$ cat src/rtl/mem_access_pkg.sv
// Shared encodings, FSM state type and address widths for the load/store unit.
package mem_access_pkg;

  localparam int MEM_AW_DEF = 5;
  localparam int BYTE_AW    = MEM_AW_DEF + 2;

  localparam logic [1:0] SIZE_B = 2'b00;
  localparam logic [1:0] SIZE_H = 2'b01;
  localparam logic [1:0] SIZE_W = 2'b10;

  typedef enum logic [1:0] {IDLE, RD, WR, RESP} state_t;

  // Byte offset of the addressed lane; misaligned low bits are dropped.
  function automatic logic [1:0] lane_off(input logic [1:0] size, input logic [1:0] a);
    case (size)
      SIZE_B:  lane_off = a;
      SIZE_H:  lane_off = {a[1], 1'b0};
      default: lane_off = 2'b00;
    endcase
  endfunction

endpackage

$ cat src/rtl/mem_access_unit_lane_align.sv
// Combinational lane handling: sub-word store merge and load extract/extend (little-endian).
module lane_align
  import mem_access_pkg::*;
#(
  parameter int DATA_W = 32
) (
  input  logic [1:0]        size,
  input  logic              sext,
  input  logic [1:0]        addr_lo,
  input  logic [DATA_W-1:0] wdata,
  input  logic [DATA_W-1:0] word,
  output logic [DATA_W-1:0] merged,
  output logic [DATA_W-1:0] rdata
);

  logic [1:0]        off;
  logic [DATA_W-1:0] shifted;

  always_comb begin
    off     = lane_off(size, addr_lo);
    shifted = word >> {off, 3'b000};
    merged  = word;
    rdata   = word;
    case (size)
      SIZE_B: begin
        merged[{off, 3'b000} +: 8] = wdata[7:0];
        rdata = {{(DATA_W-8){sext & shifted[7]}}, shifted[7:0]};
      end
      SIZE_H: begin
        merged[{off, 3'b000} +: 16] = wdata[15:0];
        rdata = {{(DATA_W-16){sext & shifted[15]}}, shifted[15:0]};
      end
      default: begin
        merged = wdata;
        rdata  = word;
      end
    endcase
  end

endmodule

$ cat src/rtl/mem_access_unit.sv
// Load/store initiator for a single-port word memory; sub-word stores use read-modify-write.
// Optional macro MISALIGN_TRAP_EN: misaligned requests complete immediately with rsp_err.
module mem_access_unit
  import mem_access_pkg::*;
#(
  parameter int DATA_W = 32,
  parameter int MEM_AW = MEM_AW_DEF
) (
  input  logic              clk,
  input  logic              rst,
  input  logic              req_valid,
  output logic              req_ready,
  input  logic              req_we,
  input  logic [1:0]        req_size,
  input  logic              req_signed,
  input  logic [MEM_AW+1:0] req_addr,
  input  logic [DATA_W-1:0] req_wdata,
  output logic              rsp_valid,
  output logic [DATA_W-1:0] rsp_rdata,
  output logic              rsp_err,
  output logic              mem_we,
  output logic [MEM_AW-1:0] mem_a,
  output logic [DATA_W-1:0] mem_wd,
  input  logic [DATA_W-1:0] mem_rd
);

  state_t            state;
  logic              we_q;
  logic [1:0]        size_q;
  logic              sext_q;
  logic [1:0]        addr_lo_q;
  logic [DATA_W-1:0] wdata_q;
  logic [DATA_W-1:0] merged;
  logic [DATA_W-1:0] load_data;
  logic              misalign;

`ifdef MISALIGN_TRAP_EN
  always_comb begin
    case (req_size)
      SIZE_B:  misalign = 1'b0;
      SIZE_H:  misalign = req_addr[0];
      default: misalign = |req_addr[1:0];
    endcase
  end
`else
  assign misalign = 1'b0;
`endif

  assign req_ready = (state == IDLE);
  assign mem_we    = (state == WR);

  lane_align #(.DATA_W(DATA_W)) u_lane (
    .size    (size_q),
    .sext    (sext_q),
    .addr_lo (addr_lo_q),
    .wdata   (wdata_q),
    .word    (mem_rd),
    .merged  (merged),
    .rdata   (load_data)
  );

  always_ff @(posedge clk or posedge rst) begin
    if (rst) begin
      state     <= IDLE;
      we_q      <= 1'b0;
      size_q    <= SIZE_B;
      sext_q    <= 1'b0;
      addr_lo_q <= 2'b00;
      wdata_q   <= '0;
      rsp_valid <= 1'b0;
      rsp_rdata <= '0;
      rsp_err   <= 1'b0;
      mem_a     <= '0;
      mem_wd    <= '0;
    end else begin
      rsp_valid <= 1'b0;
      case (state)
        IDLE: if (req_valid) begin
          we_q      <= req_we;
          size_q    <= req_size;
          sext_q    <= req_signed;
          addr_lo_q <= req_addr[1:0];
          wdata_q   <= req_wdata;
          mem_a     <= req_addr[MEM_AW+1:2];
          mem_wd    <= req_wdata;
          if (misalign) begin
            rsp_valid <= 1'b1;
            rsp_err   <= 1'b1;
            rsp_rdata <= '0;
            state     <= RESP;
          end else if (req_we && req_size[1]) begin
            state <= WR;
          end else begin
            state <= RD;
          end
        end
        RD: begin
          // Stores merge into the fetched word; loads finish straight from it.
          if (we_q) begin
            mem_wd <= merged;
            state  <= WR;
          end else begin
            rsp_rdata <= load_data;
            rsp_err   <= 1'b0;
            rsp_valid <= 1'b1;
            state     <= RESP;
          end
        end
        WR: begin
          rsp_rdata <= '0;
          rsp_err   <= 1'b0;
          rsp_valid <= 1'b1;
          state     <= RESP;
        end
        RESP:    state <= IDLE;
        default: state <= IDLE;
      endcase
    end
  end

endmodule
$ cat config.mk
export PLATFORM = sky130hd
export DESIGN_NAME = mem_access_unit
export DESIGN_NICKNAME = d
export VERILOG_FILES = /design/src/rtl/mem_access_pkg.sv /design/src/rtl/mem_access_unit_lane_align.sv /design/src/rtl/mem_access_unit.sv
export SDC_FILE = /design/constraint.sdc
export NUM_CORES = 1
export LEC_CHECK = 0
export CELL_PAD_IN_SITES_DETAIL_PLACEMENT = 0
export CELL_PAD_IN_SITES_GLOBAL_PLACEMENT = 2
export CORE_MARGIN = 3
export CORE_UTILIZATION = 30
export DETAILED_ROUTE_END_ITERATION = 8
export PLACE_DENSITY_LB_ADDON = 0.1
export SLEW_MARGIN = 15
export SYNTH_ARGS = -nofsm -noshare
export SYNTH_HDL_FRONTEND = slang
export SYNTH_SLANG_ARGS = --single-unit
$ cat constraint.sdc
create_clock -name clk -period 5.37 [get_ports clk]
set_clock_uncertainty 0.2 [all_clocks]
set_input_delay 1.3425 -clock clk [delete_from_list [all_inputs] [get_ports clk]]
set_output_delay 1.3425 -clock clk [all_outputs]
set_load 0.02 [all_outputs]
==> impl_metrics.env <==
export IMPL_synthCells=617
export IMPL_hold_ws_ps=280.6
export IMPL_required_ps=5450
export IMPL_route_detailed_drc=0
export IMPL_die_y_um=147.5
export IMPL_setup_tns_ps=0
export IMPL_yosysTopAreaCellShare_pct=45.82
export IMPL_cap_violations=0
export IMPL_ioPinCount=151
export IMPL_hpwl_um=16090
export IMPL_setup_worst_path_end_class="flip-flop"
export IMPL_fin_crit_ps=3697
export IMPL_worstPathMaxFanout=23
export IMPL_cts_sinks=110
export IMPL_rsz0062_at_grt="no"
export IMPL_cts_reportedPaths_clkPinSlew_ps=80
export IMPL_path_class="flip-flop to flip-flop"
export IMPL_htreeDepth=3
export IMPL_port_buffers=149
export IMPL_clockRootBuffer="clkbuf_16"
export IMPL_start_kind="flip-flop"
export IMPL_synth_nets=704
export IMPL_via_per_inst=5.449
export IMPL_grt_max_degree=48
export IMPL_syn_to_final_growth_pct=32.99
export IMPL_layout_drive_gt1_share_pct=14.48
export IMPL_final_antenna_net_count=0
export IMPL_core_area_mm2=0.01959
export IMPL_leakage_nw=3.157
export IMPL_drtIter0Drc=371
export IMPL_row_count=51
export IMPL_track_usage_pct=20.55
export IMPL_arrival_ps=3770
export IMPL_yosys_register_bits=110
export IMPL_tritoncts="done"
export IMPL_hold_violations=0
export IMPL_dieArea_mm2=0.02176
export IMPL_synth_top_cell_by_area="dfrtp_1"
export IMPL_vdd_drop_max_mv=0.2228
export IMPL_hold_class="flip-flop to flip-flop"
export IMPL_total_power_mw=4.992
export IMPL_synth_warnings=0
export IMPL_wl_per_cell_um=22.26
export IMPL_worstMarginPinSlew_ps=1123
export IMPL_yosysSeqAreaShare_pct=45.82
export IMPL_clock_path_buffers=2
export IMPL_synth_edf_count=0
export IMPL_filler_cell_count=1965
export IMPL_setup_slack_ps=1673
export IMPL_routed_wl_um=22350
export IMPL_ys_async_sr_fraction_pct=100.0
export IMPL_die_w_um=147.5
export IMPL_grt_ovfl_total=0
export IMPL_gp_congestion=0.8182
export IMPL_clock_latency_ps=360
export IMPL_netlist_top_cells_area="dfrtp_1, mux2_2, o21ai_0"
export IMPL_register_area_mm2=0.002753
export IMPL_synth_most_common_cell="dfrtp_1"
export IMPL_netlist_area_mm2=0.006007
export IMPL_fmax_mhz=270.5
export IMPL_setup_viol=0
export IMPL_start_util_pct=30.66
export IMPL_antenna_found_initial=0
export IMPL_cts_resized_gates=0
export IMPL_rr_worst_depth=7
export IMPL_p_per_area_mw_per_mm2=624.8
export IMPL_firstDrtPassIters=5
export IMPL_hold_buffers=0
export IMPL_diodes=0
export IMPL_grt_pass1_wl_um=34360
export IMPL_finalMaxSlewViolations=0
export IMPL_fin_crit_sh_pct=68.84
export IMPL_cts_setup_buffers=0
export IMPL_multi_input_area_mm2=0.002978
export IMPL_maxSlewHeadroom_pct=24.87
export IMPL_synth_avg_cell_area_um2=9.736
export IMPL_synth_distinct_cells=52
export IMPL_min_path_cells=2
export IMPL_dp_slack_ps=1587
export IMPL_cts_buffers=9
export IMPL_synth_flop_cell="dfrtp_1"
export IMPL_first_global_vias=5593
export IMPL_status="complete, no violations"
export IMPL_dr_total_vias=5471
export IMPL_ys_top_cells_by_count="dfrtp_1, o21ai_0, nand2_1"
export IMPL_fin_nets=822
-- cell usage in the layout (no fill, tap or decap), types with 2 or more instances in the layout --
cell and instances:
a41o_1 2, o221a_2 8, nand2_1 50, a21oi_1 38, or3b_1 2, o221ai_1 6
o21ai_0 52, nand3_1 27, nand4_1 8, nor3_1 18, mux2_2 49, dfrtp_1 110
nor2_1 26, bufinv_16 2, nor2b_1 11, buf_4 7, and3_1 5, or2_2 8
inv_6 3, clkdlybuf4s50_1 149, clkbuf_16 9, a22oi_1 24, mux2i_1 7, o22ai_1 8
a32oi_1 3, a31o_2 8, inv_1 13, a22o_1 2, a221oi_1 21, a31oi_1 8
nand2b_1 6, o21ai_1 18, ha_1 9
-- worst paths after layout --
check	from	slack, ps	end
max in group asynchronous	rst	2800	rsp_rdata[21]
setup reg to reg	addr_lo_q[1]	1670	mem_wd[20]
hold / removal	rsp_rdata[5]	280	rsp_rdata[5]
hold reg to reg	rsp_rdata[5]	280	rsp_rdata[5]
min in group asynchronous	rst	1200	mem_wd[3]
setup / recovery	addr_lo_q[1]	1670	mem_wd[20]
-- power breakdown --
| part | internal, mW | total, mW | switching [mW] |
|---|---|---|---|
| Combinational | 1.14 | 2.68 | 1.53 |
| Clock | 0.413 | 0.748 | 0.335 |
| Sequential | 1.19 | 1.57 | 0.373 |
-- per-layer routing --
metal	vias to the layer above	routed length [um]	share of wire (%)	track usage, %
met5	-	0	0	0
met2	177	10390	47	32.76
met1	2748	10620	48	29.44
met3	19	1044	4.7	3.709
met4	0	289	1.3	4.287
li1	2527	-	-	-
-- worst max-delay path: stages (launching register included) --
cell      delay, ps
dfrtp_1         810
nor2b_1         720
inv_1           200
ha_1            330
nor2_2          360
o211ai_1        390
or2_2           410
a31oi_1         190
-- logic make-up after synthesis --
group | synth area share [%]
compound gates | 22.60
buf+inv | 4.811
mux | 10.73
other cells | 0.06243
simple gates | 14.10
flops | 45.82
fa+ha+maj | 1.875
-- flip-flops by register name, summed over array words and instances (netlist names) --
name	flops
mem_a	5
mem_wd	32
addr_lo_q	2
wdata_q	32
sext_q	1
size_q	2
we_q	1
rsp_valid	1
state	2
rsp_rdata	32
-- metrics by stage --
stage | std cells | utilization, % | cell area [um^2]
final | 1004 | 40.78 | 7989
after floorplan | 617 | - | 6007
after CTS | 1004 | 40.78 | 7989
after detailed placement | 989 | 39.15 | 7670
after global placement | 989 | 39.15 | 7670
after global routing | 1004 | 40.78 | 7989
-- area by class of cell --
class | instances | share of cell area (%)
clock buffers | 9 | 2.819
clock inverters | 6 | 1.175
inverters | 15 | 0.7987
multi-input cells | 443 | 37.27
flip-flops and latches | 110 | 34.46
well taps | 265 | 4.150
repair buffers | 156 | 19.33
Note: power is estimated with default switching activity, not from simulation.
